--- src/rtl/mem_dram_pkg.sv ---
// mem_dram_pkg: shared states, address field layout and helpers for the SIP1M9 DRAM controller.
package mem_dram_pkg;
    typedef enum logic [2:0] {IDLE, ROW, COL, PRE, RCAS, RRAS} state_t;
    localparam int ADDR_W    = 22;
    localparam int DATA_W    = 18;
    localparam int AA_W      = 10;
    localparam int BANK_LSB  = 20;
    localparam int ROW_LSB   = 10;
    localparam int NUM_BANKS = 3;
    localparam int CNT_W     = 8;
    // Bank field 3 has no array behind it, so it selects nothing.
    function automatic logic [NUM_BANKS-1:0] bank_onehot(input logic [1:0] b);
        return (b == 2'd3) ? '0 : NUM_BANKS'(1) << b;
    endfunction
endpackage

--- src/rtl/mem_refresh_timer.sv ---
// mem_refresh_timer: free-running refresh interval counter raising a sticky refresh request.
module mem_refresh_timer
#(
    parameter int REF_INTERVAL = 234
)(
    input  logic sysclk,
    input  logic sys_rst_n,
    input  logic clear,
    output logic ref_pending
);
    localparam int CW = $clog2(REF_INTERVAL + 1);
    logic [CW-1:0] count;
    logic          expire;
    assign expire = count == CW'(1);
    // A new expiry wins over a same-cycle clear so a refresh is never lost.
    always_ff @(posedge sysclk or negedge sys_rst_n) begin
        if (!sys_rst_n) begin
            count       <= CW'(REF_INTERVAL);
            ref_pending <= 1'b0;
        end else begin
            count       <= expire ? CW'(REF_INTERVAL) : count - 1'b1;
            ref_pending <= expire | (ref_pending & ~clear);
        end
    end
endmodule

--- src/rtl/mem_dram_ctl.sv ---
// mem_dram_ctl: single-word read/write and CAS-before-RAS refresh sequencer for the 3-bank DRAM array.
module mem_dram_ctl
    import mem_dram_pkg::*;
#(
    parameter int T_RCD        = 2,
    parameter int T_CAS        = 2,
    parameter int T_RP         = 2,
    parameter int T_RAS_REF    = 3,
    parameter int REF_INTERVAL = 234
)(
    input  logic              sysclk,
    input  logic              sys_rst_n,
    input  logic              req_valid,
    output logic              req_ready,
    input  logic              req_write,
    input  logic [ADDR_W-1:0] req_addr,
    input  logic [DATA_W-1:0] req_wdata,
    output logic              rsp_valid,
    output logic [DATA_W-1:0] rsp_rdata,
    output logic              rsp_perr,
    output logic              rsp_aerr,
    output logic [AA_W-1:0]   AA_9_0,
    output logic              BANK0,
    output logic              BANK1,
    output logic              BANK2,
    output logic              RAS,
    output logic              CAS,
    output logic              MWRITE50_n,
    input  logic [DATA_W-1:0] DD_in,
    output logic [DATA_W-1:0] DD_out,
    output logic              DD_oe,
    input  logic              CORR_n
);
    localparam logic [CNT_W-1:0] RCD_LAST = CNT_W'(T_RCD - 1);
    localparam logic [CNT_W-1:0] CAS_LAST = CNT_W'(T_CAS - 1);
    localparam logic [CNT_W-1:0] RP_LAST  = CNT_W'(T_RP - 1);
    localparam logic [CNT_W-1:0] REF_LAST = CNT_W'(T_RAS_REF - 1);

    state_t                state, state_n;
    logic [CNT_W-1:0]      cnt, cnt_n;
    logic [ADDR_W-1:0]     addr_q, addr_n;
    logic [DATA_W-1:0]     wdata_q, wdata_n;
    logic                  write_q, write_n;
    logic                  ref_pending, ref_clear, accept, bad_bank, col_done, wr_col;
    logic [NUM_BANKS-1:0]  bank_sel;

    mem_refresh_timer #(.REF_INTERVAL(REF_INTERVAL)) u_timer (
        .sysclk      (sysclk),
        .sys_rst_n   (sys_rst_n),
        .clear       (ref_clear),
        .ref_pending (ref_pending)
    );

    assign req_ready = (state == IDLE) && !ref_pending;
    assign bad_bank  = req_addr[BANK_LSB+:2] == 2'd3;

    always_comb begin
        state_n   = state;
        cnt_n     = cnt + 1'b1;
        ref_clear = 1'b0;
        accept    = 1'b0;
        case (state)
            IDLE: begin
                cnt_n = '0;
                if (ref_pending) begin
                    state_n   = RCAS;
                    ref_clear = 1'b1;
                end else if (req_valid) begin
                    accept  = 1'b1;
                    state_n = bad_bank ? IDLE : ROW;
                end
            end
            ROW:  if (cnt == RCD_LAST) begin state_n = COL;  cnt_n = '0; end
            COL:  if (cnt == CAS_LAST) begin state_n = PRE;  cnt_n = '0; end
            PRE:  if (cnt == RP_LAST)  begin state_n = IDLE; cnt_n = '0; end
            RCAS: begin state_n = RRAS; cnt_n = '0; end
            RRAS: if (cnt == REF_LAST) begin state_n = PRE;  cnt_n = '0; end
            default: state_n = IDLE;
        endcase
    end

    // Strobes are registered from the next state so they change exactly on state entry.
    assign addr_n   = accept ? req_addr  : addr_q;
    assign wdata_n  = accept ? req_wdata : wdata_q;
    assign write_n  = accept ? req_write : write_q;
    assign bank_sel = bank_onehot(addr_n[BANK_LSB+:2]);
    assign wr_col   = (state_n == COL) && write_n;
    assign col_done = (state == COL) && (cnt == CAS_LAST);

    always_ff @(posedge sysclk or negedge sys_rst_n) begin
        if (!sys_rst_n) begin
            state                 <= IDLE;
            cnt                   <= '0;
            addr_q                <= '0;
            wdata_q               <= '0;
            write_q               <= 1'b0;
            RAS                   <= 1'b0;
            CAS                   <= 1'b0;
            {BANK2, BANK1, BANK0} <= '0;
            AA_9_0                <= '0;
            MWRITE50_n            <= 1'b1;
            DD_oe                 <= 1'b0;
            DD_out                <= '0;
            rsp_valid             <= 1'b0;
            rsp_rdata             <= '0;
            rsp_perr              <= 1'b0;
            rsp_aerr              <= 1'b0;
        end else begin
            state                 <= state_n;
            cnt                   <= cnt_n;
            addr_q                <= addr_n;
            wdata_q               <= wdata_n;
            write_q               <= write_n;
            RAS                   <= state_n inside {ROW, COL, RRAS};
            CAS                   <= state_n inside {COL, RCAS, RRAS};
            {BANK2, BANK1, BANK0} <= (state_n inside {ROW, COL}) ? bank_sel :
                                     (state_n inside {RCAS, RRAS}) ? '1 : '0;
            AA_9_0                <= (state_n == ROW) ? addr_n[ROW_LSB+:AA_W] :
                                     (state_n == COL) ? addr_n[AA_W-1:0] : '0;
            MWRITE50_n            <= !wr_col;
            DD_oe                 <= wr_col;
            DD_out                <= wr_col ? wdata_n : '0;
            rsp_valid             <= col_done || (accept && bad_bank);
            if (col_done) begin
                rsp_perr <= !write_q && !CORR_n;
                rsp_aerr <= 1'b0;
                if (!write_q) rsp_rdata <= DD_in;
            end else if (accept && bad_bank) begin
                rsp_perr <= 1'b0;
                rsp_aerr <= 1'b1;
            end
        end
    end
endmodule
--- config.mk ---
export PLATFORM = sky130hd
export DESIGN_NAME = mem_dram_ctl
export DESIGN_NICKNAME = d
export VERILOG_FILES = /design/src/rtl/mem_dram_pkg.sv /design/src/rtl/mem_refresh_timer.sv /design/src/rtl/mem_dram_ctl.sv
export SDC_FILE = /design/constraint.sdc
export NUM_CORES = 1
export LEC_CHECK = 0
export BUFFER_PORTS_ARGS = -buffer_cell sky130_fd_sc_hd__buf_4
export CORE_ASPECT_RATIO = 1.25
export CORE_UTILIZATION = 56
export CTS_CLUSTER_SIZE = 14
export DETAILED_ROUTE_END_ITERATION = 8
export GPL_TIMING_DRIVEN = 0
export PLACE_DENSITY_LB_ADDON = 0.15
export SETUP_SLACK_MARGIN = 0.1
export SYNTH_ARGS = -nofsm -noshare
export SYNTH_HDL_FRONTEND = slang
export SYNTH_SLANG_ARGS = --single-unit
--- constraint.sdc ---
create_clock -name sysclk -period 6.8 [get_ports sysclk]
set_input_delay 0 -clock sysclk [delete_from_list [all_inputs] [get_ports sysclk]]
set_output_delay 0 -clock sysclk [all_outputs]
set_load 0.01 [all_outputs]
# Word level (Yosys, flattened, before mapping)
# Cells that the tools add are included.
# classes
n_addsub	2
n_mul	0
div_mod_pow	0
n_lt_le_gt_ge	0
n_eq_ne	14
n_shift	1
mux	30
n_bitwise	4
n_reduce_logical	19
# ops
operator	n
$mux W18	2
$mux W3	9
$mux W8	3
$pmux W8 S3	1
$mux W22	1
$mux W10	2
$pmux W3 S6	1
$eq A8 B1 Y1 const B	2
$eq A3 B3 Y1 const B	4
$mux W1	11
$eq A3 B2 Y1 const B	3
$add A8 B1 Y8 const B	1
$eq A8 B2 Y1 const B	1
$sub A8 B1 Y8 const B	1
$eq A3 B1 Y1 const B	2
$reduce_bool A2 Y1	3
$reduce_bool A3 Y1	2
$logic_and A1 B1 Y1	5
$eq A2 B2 Y1 const B	2
$logic_not A1 Y1	4
$logic_not A3 Y1	1
$reduce_or A3 Y1	1
$shl A1 B2 Y3 const A	1
$not A1 Y1	2
5 further kinds	5
# totals
regBits	117
latch_bits	0
ram_bits	0
mem_bits_ro	0
in_bits	63
wordCells	90
memories	0

# Longest topological paths before layout
# Gate-level depths: netlist (run 1).
# logic_depth
depth_word	9
depth_mapped	8
depth_no_buf	7

# Modules after synthesis
# From an unflattened synthesis (run 1), not the netlist that was laid out.
# hier_totals
cells_unflattened	356
hier_area_um2	4809.6
# modules_own_cells
module	instances	cells_each	area_per_inst_um2	seq_area_each_um2
mem_dram_ctl	1	315	4365.4	2703.8
mem_refresh_timer	1	41	444.2	231.5

# Worst setup path before layout (run 1)
# Ideal clock, no wire load.
# synth_timing
path_kind	register to register
startpoint	reg cnt[4]
endpoint	reg rsp_rdata[10]
arrival_time_ps	2128
t_required_ps	6675
setup_slack_ps	4547
stages_incl_launch_ff	8
synth_period_minus_slack_ps	2253
cell_sequence	dfrtp_1 nor4_4 nand3_2 or4_1 buf_6 nor2_8 buf_12 mux2_4
# synth_via
elab_chain_len	3
# synth_lines
item	line_no	text
start: declaration	mem_dram_ctl.sv:40	logic [CNT_W-1:0] cnt, cnt_n;
start signal: assignment	mem_dram_ctl.sv:110	cnt <= cnt_n;
$eq A8 B1 Y1	mem_dram_ctl.sv:88	assign col_done = (state == COL) && (cnt == CAS_LAST);
$logic_and A1 B1 Y1	mem_dram_ctl.sv:88	
$reduce_and A2 Y1 (no source line)	-	
end signal: assignment	mem_dram_ctl.sv:127	if (!write_q) rsp_rdata <= DD_in;
end: declaration	mem_dram_ctl.sv:19	output logic [DATA_W-1:0] rsp_rdata,
# No other way between the ends.
# A chain may end at the register's enable or synchronous reset.

# Worst setup path after layout (run 1)
# layout_timing
startpoint	reg cnt[4]
endpoint	reg rsp_perr
# layout_via
elab_chain_len	3
# layout_lines
item	line_no	text
$eq A8 B1 Y1 (*)	mem_dram_ctl.sv:88	
$logic_and A1 B1 Y1 (*)	mem_dram_ctl.sv:88	
$mux W1 / $reduce_bool A2 Y1 (equally long branches)	-	
end signal: assignment	mem_dram_ctl.sv:125	rsp_perr <= !write_q && !CORR_n;
end: declaration	mem_dram_ctl.sv:20	output logic rsp_perr,
# Mark *: on every way between the ends. The rest lies on a longest branch, timed or not.

==> qor.txt, run 1 <==
# diodes -> 0
Setup slack after layout -> 4190 ps
Max rail drop VDD -> 0.000354 V
Dominant cell type by area after synthesis -> dfrtp_1
Post-Place Cells -> 536
Crit path max-delay cell type -> dlygate4sd3_1
Root Driver -> clkbuf_8
Grt ovf -> 0
Worst clock skew -> 6.86 ps
Max incr delay on CP -> 620 ps
Hold path cells -> 4
Yosys reg bits -> 117
RSZ-0062 raised after global routing -> no
Fmax -> 383 MHz
Avg Cell Area, Syn -> 14.3 um^2
Max Cap Viol -> 0
Cts-stage hold buffer count -> 62
Largest net degree at the start of global routing -> 118
Post-Syn Area -> 4590 um^2
CP endpoint kind -> flop
Die height -> 103 um
Grt met3 use -> 0.0706
Data required time of the worst path -> 7240 ps
Hold WS -> 226 ps
Port Buf Inserts -> 119
Tcrit/Tclk final -> 0.384
Final setup TNS -> 0 ps
Dpl hpwl -> 6.00 mm
Critical path launch point type -> flop
WP data arrival -> 3050 ps
Fillcell total -> 335
Post-route ant nets -> 0
PnR Total Power -> 3.03 mW
Total core area -> 7880 um^2
# Post-CTS Setup Buffers -> 0
GR Util met2 -> 0.532
WP depth -> 6
Worst r2r path cells -> 6
Clk slew on worst S/H paths -> 60 ps
Placer Congestion -> 0.792
Max-slew violations -> 0
Mapped Cells -> 322
Largest delay share family, worst path -> simple AND/OR/NAND/NOR gates
Status -> complete, no violations
GR Util met1 -> 0.344
CP Class -> flop to flop
Vias per Instance -> 5.42
Worst-Skew Late Latency -> 510 ps
Routed len/inst -> 19.0 um
Syn_nets -> 390
Initial antenna violation count -> 0
Clk buf depth -> 2
Final setup fails -> 0
Drt first-iter violations -> 143
Starting Density -> 0.583
DRT Pass-1 Iters -> 4
Slew @ Worst Pin -> 638 ps
Synth Warn # -> 0
Clk sinks -> 117
Prevailing post-synth register cell -> dfrtp_1
Layout Nets -> 592
Number of H-tree levels -> 4
Post-route insts no fill -> 630
Area fraction of the dominant cell type after synthesis -> 0.605
Synth cell count leaders -> 111 x dfrtp_1, 49 x mux2_2, 19 x nor2b_1
First-pass GRT wire length -> 18.8 mm
Std-Cell Rows -> 36
Slew HR -> 0.575
Die area -> 8570 um^2
GRT Overall Usage -> 0.298
Placement Setup Slack -> 4340 ps
Layout cells sized above 1 -> 0.404
Final WL -> 11.9 mm
Number of synthesized flops with an enable pin -> 0
Vias -> 3,414
Vias in the first global route -> 3,584
GR peak layer -> met2
CTS Buf Count -> 17
P&R area growth vs syn -> 47.9%
Min Tclk post-route -> 2610 ps
Hold WC Path Type -> input port to flop
Async SR Flop Fraction -> 1.00
Synth top area cells -> dfrtp_1 60%, mux2_2 12%, dfstp_2 3.4%, mux2_4 3.3%, nor2b_1 2.6%
Unique masters post-synth -> 42
# resized after CTS -> 0
Cell Pwr Density -> 446 nW/um^2
Ports -> 120
CTS tree -> done
Post-synthesis sequential area ratio -> 0.639
Crit-path cells -> nor4_4, nand3_2, or4_1, buf_6, o31ai_1, dlygate4sd3_1
Die Span X -> 83.0 um
Most common cell in the synthesized netlist -> dfrtp_1
Critical path fanouts, max -> 8
Worst path bufs/invs -> 2
DRC Markers -> 0
Final hold vios -> 0
Leakage -> 3.26 nW
[tightest hold or removal path, delay by kind of cell]
kind	cells	cell delay (ps)
buf+inv	1	100
mux	1	230
simple gates	2	370
[state kept, by name, indices dropped and copies added, names as in the netlist, 3 cells and up]
signal,cells
rsp_rdata,18
DD_out,18
state,3
cnt,8
AA_9_0,10
wdata_q,18
u_timer.count,8
addr_q,22
[path summary, 6_finish.rpt]
kind	startpoint	to	slack (ps)
setup / recovery	cnt[4]	rsp_perr	4190
hold / removal	req_valid	addr_q[9]	230
setup reg to reg	cnt[4]	rsp_perr	4190
hold reg to reg	u_timer.count[0]	u_timer.count[0]	490
max in group asynchronous	sys_rst_n	MWRITE50_n	5590
min in group asynchronous	sys_rst_n	u_timer.count[2]	490
[cells in the final DEF, fill, tap and decap left out, drive strengths merged, types with 4 or more instances in the layout]
cell         synthesis  layout
nand4                4       4
dfstp                6       6
a32o                10      10
o31ai                4       4
mux2                59      59
dlygate4sd3          0      63
nor4                 4       4
nor2                16      16
nor2b               19      19
nand2               11      11
and3                 5       5
a21oi                6       6
clkbuf              12      38
xnor2                6       6
o21ai                5       5
buf                  2     122
ha                   5       5
inv                  9       9
dfrtp              111     111
nand3                5       5
[layer usage]
layer / part of all wire / wire length (um) / vias to the layer above
li1: - / - / 1540
met1: 0.39 / 4610 / 1720
met2: 0.54 / 6440 / 128
met3: 0.051 / 608 / 26
met4: 0.023 / 279 / 0
met5: 0 / 0 / -
[where the power goes]
group / switching (mW) / internal, mW
clock: 0.294 / 0.508
sequential: 0.136 / 0.993
combinational: 0.530 / 0.571
[area by class of cell]
cell class | instances | area, um^2 | area share
multi-input cells | 182 | 1550 | 0.228
repair buffers | 183 | 1560 | 0.229
flip-flops and latches | 117 | 2940 | 0.432
well taps | 95 | 119 | 0.0175
plain buffers | 14 | 76.3 | 0.0112
clock buffers | 26 | 478 | 0.0704
clock inverters | 4 | 47.5 | 0.00700
inverters | 9 | 33.8 | 0.00497
[through the flow]
stage	util	area [um^2]
2_1_floorplan	-	4590
3_3_place_gp	0.711	5600
3_5_place_dp	0.711	5600
4_1_cts	0.856	6750
5_1_grt	0.862	6790
6_report	0.862	6790
[kinds of logic (layout without fill, tap and decap cells)]
| logic type | after synthesis | after routing | synth area share |
|---|---|---|---|
| xor gates and xnor gates | 8 | 8 | 0.0153 |
| buffers and inverters | 23 | 236 | 0.0240 |
| adders and majority gates | 5 | 5 | 0.0136 |
| DFF | 117 | 117 | 0.639 |
| AOI/OAI and AO/OA | 34 | 34 | 0.0575 |
| and+or+nand+nor | 75 | 75 | 0.0954 |
| muxes | 60 | 60 | 0.155 |
Power figures use the tool's default switching activity.
==> inputs of run 2 (changes only) <==
--- a/config.mk
+++ b/config.mk
@@ -7,7 +7,7 @@
 export LEC_CHECK = 0
 export BUFFER_PORTS_ARGS = -buffer_cell sky130_fd_sc_hd__buf_4
 export CORE_ASPECT_RATIO = 1.25
-export CORE_UTILIZATION = 56
+export CORE_UTILIZATION = 47
 export CTS_CLUSTER_SIZE = 14
 export DETAILED_ROUTE_END_ITERATION = 8
 export GPL_TIMING_DRIVEN = 0
==> constraint.sdc (replaced) <==
create_clock -name sysclk -period 2.3 [get_ports sysclk]
set_input_delay 0 -clock sysclk [delete_from_list [all_inputs] [get_ports sysclk]]
set_output_delay 0 -clock sysclk [all_outputs]
set_load 0.01 [all_outputs]
==> qor.txt, run 2 (synthesis gave the netlist of run 1 again) <==
Status -> complete, no violations (unchanged)
Commonest cells after routing, fill and taps aside -> 127 x buf_4, 109 x dfrtp_1, 61 x dlygate4sd3_1, 49 x mux2_2, 19 x nor2b_1 (was 118 x buf_4, 111 x dfrtp_1, 63 x dlygate4sd3_1, 49 x mux2_2, 19 x nor2b_1)
Max incr delay on CP -> 440 ps (was 620 ps)
Slew @ Worst Pin -> 620 ps (was 638 ps)
Final WL -> 10.0 mm (was 11.9 mm)
DRC Markers -> 0 (unchanged)
Critical path launch point type -> flop (unchanged)
CTS tree -> done (unchanged)
Total core area -> 9320 um^2 (was 7880 um^2)
Data required time of the worst path -> 2580 ps (was 7240 ps)
Slew HR -> 0.587 (was 0.575)
Tcrit/Tclk final -> 0.937 (was 0.384)
PnR Total Power -> 8.91 mW (was 3.03 mW)
DRT Pass-1 Iters -> 4 (unchanged)
Hold WC Path Type -> input port to asynchronous set/reset pin (was input port to flop)
Worst clock skew -> 6.13 ps (was 6.86 ps)
Worst-Skew Late Latency -> 400 ps (was 510 ps)
Die height -> 113 um (was 103 um)
Clk buf depth -> 2 (unchanged)
Root Driver -> clkbuf_16 (was clkbuf_8)
Drt first-iter violations -> 146 (was 143)
Max-slew violations -> 0 (unchanged)
Std-Cell Rows -> 39 (was 36)
Setup slack after layout -> 144 ps (was 4190 ps)
P&R area growth vs syn -> 51.1% (was 47.9%)
Vias per Instance -> 4.97 (was 5.42)
Max rail drop VDD -> 0.000860 V (was 0.000354 V)
Leakage -> 3.34 nW (was 3.26 nW)
Port Buf Inserts -> 119 (unchanged)
Layout cells sized above 1 -> 0.446 (was 0.404)
Clk sinks -> 117 (unchanged)
First-pass GRT wire length -> 16.8 mm (was 18.8 mm)
Placement Setup Slack -> -162 ps (was 4340 ps)
Ports -> 120 (unchanged)
Fmax -> 464 MHz (was 383 MHz)
Placer Congestion -> 0.746 (was 0.792)
Max FFs per register -> 22 (unchanged)
Dpl hpwl -> 6.05 mm (was 6.00 mm)
RSZ-0062 raised after global routing -> yes (was no)
Die area -> 10,200 um^2 (was 8570 um^2)
Post-route ant nets -> 0 (unchanged)
Max Cap Viol -> 0 (unchanged)
Critical path fanouts, max -> 10 (was 8)
Final setup fails -> 0 (unchanged)
Worst path bufs/invs -> 2 (unchanged)
WP data arrival -> 2440 ps (was 3050 ps)
Largest net degree at the start of global routing -> 87 (was 118)
Routed len/inst -> 15.0 um (was 19.0 um)
Cell Pwr Density -> 1280 nW/um^2 (was 446 nW/um^2)
GRT Overall Usage -> 0.217 (was 0.298)
Clk slew on worst S/H paths -> 50 ps (was 60 ps)
Crit path max-delay cell type -> dfrtp_2 (was dlygate4sd3_1)
CTS Buf Count -> 17 (unchanged)
Vias -> 3,304 (was 3,414)
Starting Density -> 0.493 (was 0.583)
CP Class -> flop to flop (unchanged)
Initial antenna violation count -> 0 (unchanged)
Crit-path cells -> nor4_4, nand3_2, or4_4, buf_6, nor2_8, buf_12, mux2_4 (was nor4_4, nand3_2, or4_1, buf_6, o31ai_1, dlygate4sd3_1)
# diodes -> 0 (unchanged)
Largest delay share family, worst path -> simple AND/OR/NAND/NOR gates (unchanged)
Vias in the first global route -> 3,598 (was 3,584)
Final hold vios -> 0 (unchanged)
Min Tclk post-route -> 2160 ps (was 2610 ps)
Grt ovf -> 0 (unchanged)
CP endpoint kind -> flop (unchanged)
Most flop-heavy register -> addr_q (unchanged)
Layout Nets -> 600 (was 592)
Die Span X -> 90.4 um (was 83.0 um)
Number of H-tree levels -> 4 (unchanged)
Most common cell after layout, fill and taps aside -> buf_4 (unchanged)
==> run 2: cell types whose count changed in the layout (fill, tap and decap cells not counted), moves of 2 or more <==
cell           previous run  this run
dlygate4sd3_1            63        61
clkbuf_2                  0         9
buf_4                   118       127
clkbuf_1                 18         7
dfrtp_1                 111       109
dfrtp_2                   0         2
==> run 2: final timing paths <==
path / from / endpoint / slack (ps) / cells past startpoint
worst max-delay path: cnt[5] / rsp_rdata[10] / 140 / 7
worst max register to register: cnt[5] / rsp_rdata[10] / 140 / 7
worst min register to register: wdata_q[7] / wdata_q[7] / 480 / 1
min in group sysclk: req_valid / addr_q[9] / 220 / 4
worst min-delay path: sys_rst_n / u_timer.count[4] / 40 / 2
max in group asynchronous: sys_rst_n / MWRITE50_n / 1530 / 3
==> run 2: report_power, final <==
| group | switching, mW | internal, mW |
|---|---|---|
| clock | 0.818 | 1.57 |
| sequential | 0.325 | 2.93 |
| combinational | 1.46 | 1.81 |
| total | 2.60 | 6.31 |
==> run 2: final cells by class <==
type	instances	area (um^2)
Buffer	14	87.6
Clock buffer	25	495
Clock inverter	4	47.5
Fill cell	593	2380
Inverter	9	33.8
Multi-Input combinational cell	182	1560
Sequential cell	117	2940
Tap cell	123	154
Timing Repair Buffer	191	1620
==> run 2: timing repair <==
item,in CTS,in global routing
pin swaps,2,4
hold buffers,61,0
gates resized for setup,9,8
setup endpoints to repair,50,58
hold endpoints to repair,204,0
buffers inserted,4,6
==> run 2: metal layers <==
layer  vias to the layer above  part of all wire  track usage
li1                       1554                 -            -
met4                         0             0.014       0.0892
met2                       107              0.52        0.377
met5                         -                 0            0
met1                      1628              0.42        0.246
met3                        15             0.054       0.0718
==> run 2: metrics by stage <==
| step | hold slack [ps] | cell area [um^2] | std cells | utilization | TNS (ps) |
|---|---|---|---|---|---|
| 2_1_floorplan | -296 | 4590 | 322 | - | 0 |
| 3_3_place_gp | 188 | 5640 | 564 | 0.605 | -1450 |
| 3_5_place_dp | -99.5 | 5670 | 565 | 0.608 | -3620 |
| 4_1_cts | 41.3 | 6880 | 659 | 0.738 | 0 |
| 5_1_grt | 67.3 | 6940 | 665 | 0.745 | 0 |
| 6_report | 42.3 | 6940 | 665 | 0.745 | 0 |
